File: src/rtl/capture_readout_if.sv
`default_nettype none
// ============================================================================
// capture_readout_if : capture RAM read port plus host-link byte stream
// Revision: 1.0
// ============================================================================
interface capture_readout_if #(
   parameter int ADDR_W = 18,
   parameter int DATA_W = 8
);
   logic              ramEn;
   logic [ADDR_W-1:0] ramAddress;
   logic [DATA_W-1:0] ramData;
   logic [DATA_W-1:0] outData;
   logic              outValid;
   logic              outReady;

   modport master (
      output ramEn, ramAddress, outData, outValid,
      input  ramData, outReady
   );

   modport slave (
      input  ramEn, ramAddress, outData, outValid,
      output ramData, outReady
   );
endinterface
`default_nettype wire

File: src/rtl/capture_readout.sv
`default_nettype none
// ============================================================================
// capture_readout : streams a finished capture out of the ring-buffer RAM
// Revision: 1.0
// ============================================================================
module capture_readout #(
   parameter int ADDR_W  = 18,
   parameter int DEPTH   = 262144,
   parameter int DATA_W  = 8,
   parameter int RAM_LAT = 1
) (
   input  logic              clk,
   input  logic              resetn,
   input  logic              start,
   input  logic              abort,
   input  logic [ADDR_W-1:0] startAddr,
   input  logic [ADDR_W:0]   sampleCount,
   capture_readout_if.master bus,
   output logic              busy,
   output logic              done,
   output logic [ADDR_W:0]   sentCount
);
   localparam int                     c_WAIT_W    = (RAM_LAT > 1) ? $clog2(RAM_LAT) : 1;
   localparam logic [c_WAIT_W-1:0]    c_WAIT_LOAD = c_WAIT_W'(RAM_LAT - 1);
   localparam logic [ADDR_W-1:0]      c_LAST_ADDR = ADDR_W'(DEPTH - 1);

   typedef enum logic [2:0] {
      S_IDLE    = 3'd0,
      S_FETCH   = 3'd1,
      S_WAIT    = 3'd2,
      S_PRESENT = 3'd3,
      S_FINISH  = 3'd4
   } state_t;

   state_t              r_state;
   logic [ADDR_W-1:0]   r_addr;
   logic [ADDR_W:0]     r_remaining;
   logic [c_WAIT_W-1:0] r_wait;
   logic                r_ram_en;
   logic [ADDR_W-1:0]   r_ram_addr;
   logic [DATA_W-1:0]   r_out_data;
   logic                r_out_valid;
   logic                r_busy;
   logic                r_done;
   logic [ADDR_W:0]     r_sent;

   logic [ADDR_W-1:0]   w_next_addr;
   logic [ADDR_W:0]     w_rem_dec;

   assign w_next_addr = (r_addr == c_LAST_ADDR) ? '0 : r_addr + 1'b1;
   assign w_rem_dec   = (r_remaining != '0) ? r_remaining - 1'b1 : '0;

   always_ff @(posedge clk or negedge resetn) begin
      if (!resetn) begin
         r_state     <= S_IDLE;
         r_addr      <= '0;
         r_remaining <= '0;
         r_wait      <= '0;
         r_ram_en    <= 1'b0;
         r_ram_addr  <= '0;
         r_out_data  <= '0;
         r_out_valid <= 1'b0;
         r_busy      <= 1'b0;
         r_done      <= 1'b0;
         r_sent      <= '0;
      end else begin
         r_done <= 1'b0;
         case (r_state)
            S_IDLE: begin
               if (start) begin
                  r_addr      <= startAddr;
                  r_remaining <= sampleCount;
                  r_sent      <= '0;
                  r_busy      <= 1'b1;
                  if (sampleCount != '0) begin
                     r_state    <= S_FETCH;
                     r_ram_en   <= 1'b1;
                     r_ram_addr <= startAddr;
                  end else begin
                     r_state <= S_FINISH;
                  end
               end
            end
            S_FETCH: begin
               r_ram_en <= 1'b0;
               r_wait   <= c_WAIT_LOAD;
               r_state  <= abort ? S_FINISH : S_WAIT;
            end
            S_WAIT: begin
               if (abort) begin
                  r_state <= S_FINISH;
               end else if (r_wait == '0) begin
                  r_out_data  <= bus.ramData;
                  r_out_valid <= 1'b1;
                  r_state     <= S_PRESENT;
               end else begin
                  r_wait <= r_wait - 1'b1;
               end
            end
            S_PRESENT: begin
               // A handshake coinciding with abort is still counted.
               if (bus.outReady) begin
                  r_out_valid <= 1'b0;
                  r_sent      <= r_sent + 1'b1;
                  r_remaining <= w_rem_dec;
                  r_addr      <= w_next_addr;
               end
               if (abort) begin
                  r_out_valid <= 1'b0;
                  r_state     <= S_FINISH;
               end else if (bus.outReady) begin
                  if (w_rem_dec != '0) begin
                     r_state    <= S_FETCH;
                     r_ram_en   <= 1'b1;
                     r_ram_addr <= w_next_addr;
                  end else begin
                     r_state <= S_FINISH;
                  end
               end
            end
            S_FINISH: begin
               r_busy  <= 1'b0;
               r_done  <= 1'b1;
               r_state <= S_IDLE;
            end
            default: r_state <= S_IDLE;
         endcase
      end
   end

   assign bus.ramEn      = r_ram_en;
   assign bus.ramAddress = r_ram_addr;
   assign bus.outData    = r_out_data;
   assign bus.outValid   = r_out_valid;
   assign busy           = r_busy;
   assign done           = r_done;
   assign sentCount      = r_sent;
endmodule
`default_nettype wire

File: src/flat_wrapper.sv
// flat-port wrapper written by rule: the top's interface ports become plain ports
module capture_readout_flat 
#(
   parameter int ADDR_W  = 18,
   parameter int DEPTH   = 262144,
   parameter int DATA_W  = 8,
   parameter int RAM_LAT = 1
)
  (clk, resetn, start, abort, startAddr, sampleCount, busy, done, sentCount, bus_ramEn, bus_ramAddress, bus_outData, bus_outValid, bus_ramData, bus_outReady);
  capture_readout_if #(.ADDR_W(ADDR_W), .DATA_W(DATA_W)) bus_i ();
  input  logic clk;
  input  logic resetn;
  input  logic start;
  input  logic abort;
  input  logic [ADDR_W-1:0] startAddr;
  input  logic [ADDR_W:0] sampleCount;
  output logic busy;
  output logic done;
  output logic [ADDR_W:0] sentCount;
  output wire logic [$bits(bus_i.ramEn)-1:0] bus_ramEn;
  output wire logic [$bits(bus_i.ramAddress)-1:0] bus_ramAddress;
  output wire logic [$bits(bus_i.outData)-1:0] bus_outData;
  output wire logic [$bits(bus_i.outValid)-1:0] bus_outValid;
  input wire logic [$bits(bus_i.ramData)-1:0] bus_ramData;
  input wire logic [$bits(bus_i.outReady)-1:0] bus_outReady;
  assign bus_ramEn = bus_i.ramEn;
  assign bus_ramAddress = bus_i.ramAddress;
  assign bus_outData = bus_i.outData;
  assign bus_outValid = bus_i.outValid;
  assign bus_i.ramData = bus_ramData;
  assign bus_i.outReady = bus_outReady;
  capture_readout #(.ADDR_W(ADDR_W), .DEPTH(DEPTH), .DATA_W(DATA_W), .RAM_LAT(RAM_LAT)) u_core (.clk(clk), .resetn(resetn), .start(start), .abort(abort), .startAddr(startAddr), .sampleCount(sampleCount), .bus(bus_i), .busy(busy), .done(done), .sentCount(sentCount));
endmodule
File: config.mk
export PLATFORM = sky130hd
export DESIGN_NAME = capture_readout_flat
export DESIGN_NICKNAME = d
export VERILOG_FILES = /design/src/rtl/capture_readout_if.sv /design/src/rtl/capture_readout.sv /design/src/flat_wrapper.sv
export SDC_FILE = /design/constraint.sdc
export NUM_CORES = 1
export LEC_CHECK = 0
export ABC_AREA = 1
export ABC_CLOCK_PERIOD_IN_PS = 2600
export CAP_MARGIN = 20
export CELL_PAD_IN_SITES_DETAIL_PLACEMENT = 0
export CELL_PAD_IN_SITES_GLOBAL_PLACEMENT = 2
export CORE_ASPECT_RATIO = 1.75
export CORE_UTILIZATION = 30
export CTS_BUF_LIST = sky130_fd_sc_hd__clkbuf_2 sky130_fd_sc_hd__clkbuf_4 sky130_fd_sc_hd__clkbuf_8
export CTS_CLUSTER_SIZE = 16
export DETAILED_ROUTE_END_ITERATION = 7
export PLACE_DENSITY_LB_ADDON = 0.1
export SLEW_MARGIN = 40
export SYNTH_ARGS = -nofsm -noshare
export SYNTH_HDL_FRONTEND = slang
export SYNTH_SLANG_ARGS = --single-unit
File: constraint.sdc
create_clock -name clk -period 2.6 [get_ports clk]
set_input_delay 0.39 -clock clk [delete_from_list [all_inputs] [get_ports clk]]
set_output_delay 0.39 -clock clk [all_outputs]
set_load 0.01 [all_outputs]
==> metrics.txt <==
run status completed; Synth Flop Type dfrtp_1; Yosys reg bits 89; max frequency 410 MHz; area share of the largest cell type after synthesis 41.8%; ANT nets after route 0; commonest non-fill, non-tap cells in the layout 236 x nand2_1, 97 x clkdlybuf4s50_1, 89 x dfrtp_1, 75 x nor2_1, 72 x inv_1; XOR/XNOR Fraction of Synth Area 2.96%; R2R cell count 11; pwr dens 962 mW/mm²; final setup fails 0; critical path capture point type flip-flop; share of total power in the clock network 13.5%; Synth area leader dfrtp_1; largest family of logic cells by synthesized area simple AND/OR/NAND/NOR gates; Power Internal 3660 µW; CTS tree yes; Max Cap Violations 0; Total Power 6630 µW; clk_skew 0.0106 ns; CP Buf/Inv Count 2; WP data arrival 2.70 ns; leak pwr 0.00317 µW; Avg Synthesized Cell Area 7.09 µm²; Area Overhead vs Synth 29.5%; gr usage total 19.8%; WS Path Type input pin to flip-flop; Post-Place Setup Slack -0.332 ns; Area after DPL 0.00669 mm²; proportion of layout cells with a drive suffix above 1 8.10%; worst vdd ir 0.464 mV; Worst path depth 8; die span in y 178 µm; Die X 103 µm; post-CTS setup buffers 0; grt ovf 0; WL final 17,000 µm; first-pass GRT wire length 27,600 µm; Via Count 5,292; Comb pwr share 50.4%; multiplexer share of the synthesized area 0%; DRC 0; later-pin clock latency in the skew report 0.37 ns; final worst path period share 93.8%; post-synthesis compound-gate area fraction 10.1%; Final Slew Violations 0; I/O pin total 99; worst-margin pin slew 0.671 ns; CTS sink cnt 89; Final Hold Viols 0; YS warnings 0; commonest non-fill, non-tap cell in the layout nand2_1; RD Place Congestion 0.865; H-tree depth 3; Sw Ratio 44.9%; routed vias/inst 4.83; nets@finish 913; setup ws final 0.160 ns; synthesized net count 804; grt met2 use 38.1%; post-cts resize count 0; Syn Inst Count 751; vias in the first global route 5,520; CP max-delay cell nor4_1; n_diodes 0; core footprint 0.0175 mm²; IO buf count 98; asr flop ratio synth 100%; DR iter-0 viols 169; met1 Usage GRT 21.7%; Min-Delay Path Class input pin to async pin; ranking of synthesized cells by area dfrtp_1 42%, nand2_1 17%, nand3_1 5.5%; largest stage delay on the critical path 0.49 ns; CP startpoint kind input pin; FP Rows 64; Data required, critical path 2.86 ns; most used routing layer met2; Max Root-Sink Buffers 2; NetSw 2980 µW; initial antenna violation count 0; Top delay family on crit path simple AND/OR/NAND/NOR gates; CP Cell Sequence clkdlybuf4s50_1 -> nor4_1 -> nand3_1 -> nor4_1 -> nand3_1 -> buf_4 -> nand4_1 -> nand2_1; Post-Synthesis Cell Area 0.00533 mm²; Tmin final 2.44 ns; Initial Utilization 30.5%; power share of the sequential group 36.1%; Rel. slew slack 55.3%; drt wl/cell 15.6 µm; Distinct cells, synth 39; Clock Root Buffer clkbuf_8; adder-cell area share of the yosys netlist 0.705%; hold_buf cts 0; DR pass1 iterations 5; Clock transition at path regs 0.09 ns; RSZ-0062 raised after global routing no; total die area 0.0183 mm²; largest net degree at the start of global routing 51; HPWL Detailed 12,900 µm; Post-Synth Simple-Gate Area 36.7%; fin area 0.00690 mm²; EDFF count, synth 0; TritonCTS Buffers 9; part of the Yosys area used for sequential elements 41.8%; CP Max Fanout 20; met3 usage 2.39%
synthesized netlist by cell type, types with 2 or more instances:
| master | count |
|---|---|
| a211oi_1 | 5 |
| a21oi_1 | 24 |
| a21oi_2 | 2 |
| a22oi_1 | 5 |
| a31oi_1 | 4 |
| buf_2 | 3 |
| buf_6 | 2 |
| clkbuf_1 | 21 |
| dfrtp_1 | 89 |
| ha_1 | 3 |
| inv_1 | 72 |
| inv_2 | 5 |
| nand2_1 | 236 |
| nand2_2 | 2 |
| nand3_1 | 59 |
| nand3_4 | 2 |
| nand4_1 | 27 |
| nor2_1 | 77 |
| nor2_2 | 6 |
| nor3_1 | 19 |
| nor4_1 | 5 |
| o21ai_0 | 39 |
| o22ai_1 | 6 |
| o31ai_1 | 5 |
| or2_2 | 3 |
| xnor2_1 | 2 |
| xor2_1 | 16 |
flip-flops by register name, summed over array words and instances, names as in the netlist:
name / flops
u_core.bus.outData: 8
u_core.r_remaining: 19
u_core.bus.ramAddress: 18
u_core.bus.outValid: 1
u_core.bus.ramEn: 1
u_core.busy: 1
u_core.sentCount: 19
u_core.done: 1
u_core.r_state: 3
u_core.r_addr: 18
worst reg2reg max path, delay by kind of cell, from the launching register on:
family / cells / cell delay (ns)
buffers and inverters: 1 / 0.22
DFF: 1 / 0.45
and+or+nand+nor: 10 / 1.63
path summary, 6_finish.rpt:
kind	start	endpoint	slack (ns)
min in group clk	u_core.bus.outData[1]$_DFFE_PN0P_	u_core.bus.outData[1]$_DFFE_PN0P_	0.48
hold reg to reg	u_core.bus.outData[1]$_DFFE_PN0P_	u_core.bus.outData[1]$_DFFE_PN0P_	0.48
max in group asynchronous	resetn	u_core.r_addr[7]$_DFFE_PN0P_	1.89
hold / removal	resetn	u_core.sentCount[13]$_DFFE_PN0P_	0.03
setup / recovery	sampleCount[1]	u_core.bus.ramAddress[12]$_DFFE_PN0P_	0.16
setup reg to reg	u_core.r_remaining[9]$_DFFE_PN0P_	u_core.bus.ramAddress[12]$_DFFE_PN0P_	0.19
through the flow:
step	setup TNS, ns	hold slack (ns)	utilization, %	cells
after floorplan	0	0.0944	-	751
after global placement	-5.70	0.457	38.3	1079
after detailed placement	-6.16	0.462	38.3	1079
after CTS	0	0.0505	39.3	1094
after global routing	0	0.0615	39.5	1095
final	0	0.0312	39.5	1095
cell families (layout without fill, tap and decap cells):
group / Yosys count / count (layout)
adders and majority gates: 3 / 3
DFF: 89 / 89
xor gates and xnor gates: 18 / 18
and+or+nand+nor: 443 / 444
AOI/OAI and AO/OA: 94 / 94
buffers and inverters: 104 / 216
final cells by class:
type / count / area, µm²
multi-input combinational: 559 / 2740
inverter: 78 / 293
tap: 231 / 289
timing repair buffer: 123 / 1180
sequential: 89 / 2230
clock inverter: 3 / 17.5
clock buffer: 12 / 153
fill: 1956 / 10600
power by group through the flow:
| stage | logic (µW) | registers [µW] | clock network, µW |
|---|---|---|---|
| 5_1_grt | 3790 | 2470 | 1010 |
| 6_report | 3340 | 2390 | 899 |
| 2_1_floorplan | 2000 | 2410 | 0 |
| 4_1_cts | 3380 | 2400 | 951 |
| 3_5_place_dp | 3360 | 2410 | 0 |
| 3_3_place_gp | 3330 | 2410 | 0 |
per-layer routing:
metal | wire [µm] | up-vias
met5 | 0 | -
li1 | - | 2664
met3 | 346 | 14
met2 | 9580 | 84
met4 | 260 | 0
met1 | 6850 | 2530
Note: power is estimated with default switching activity, not from simulation.
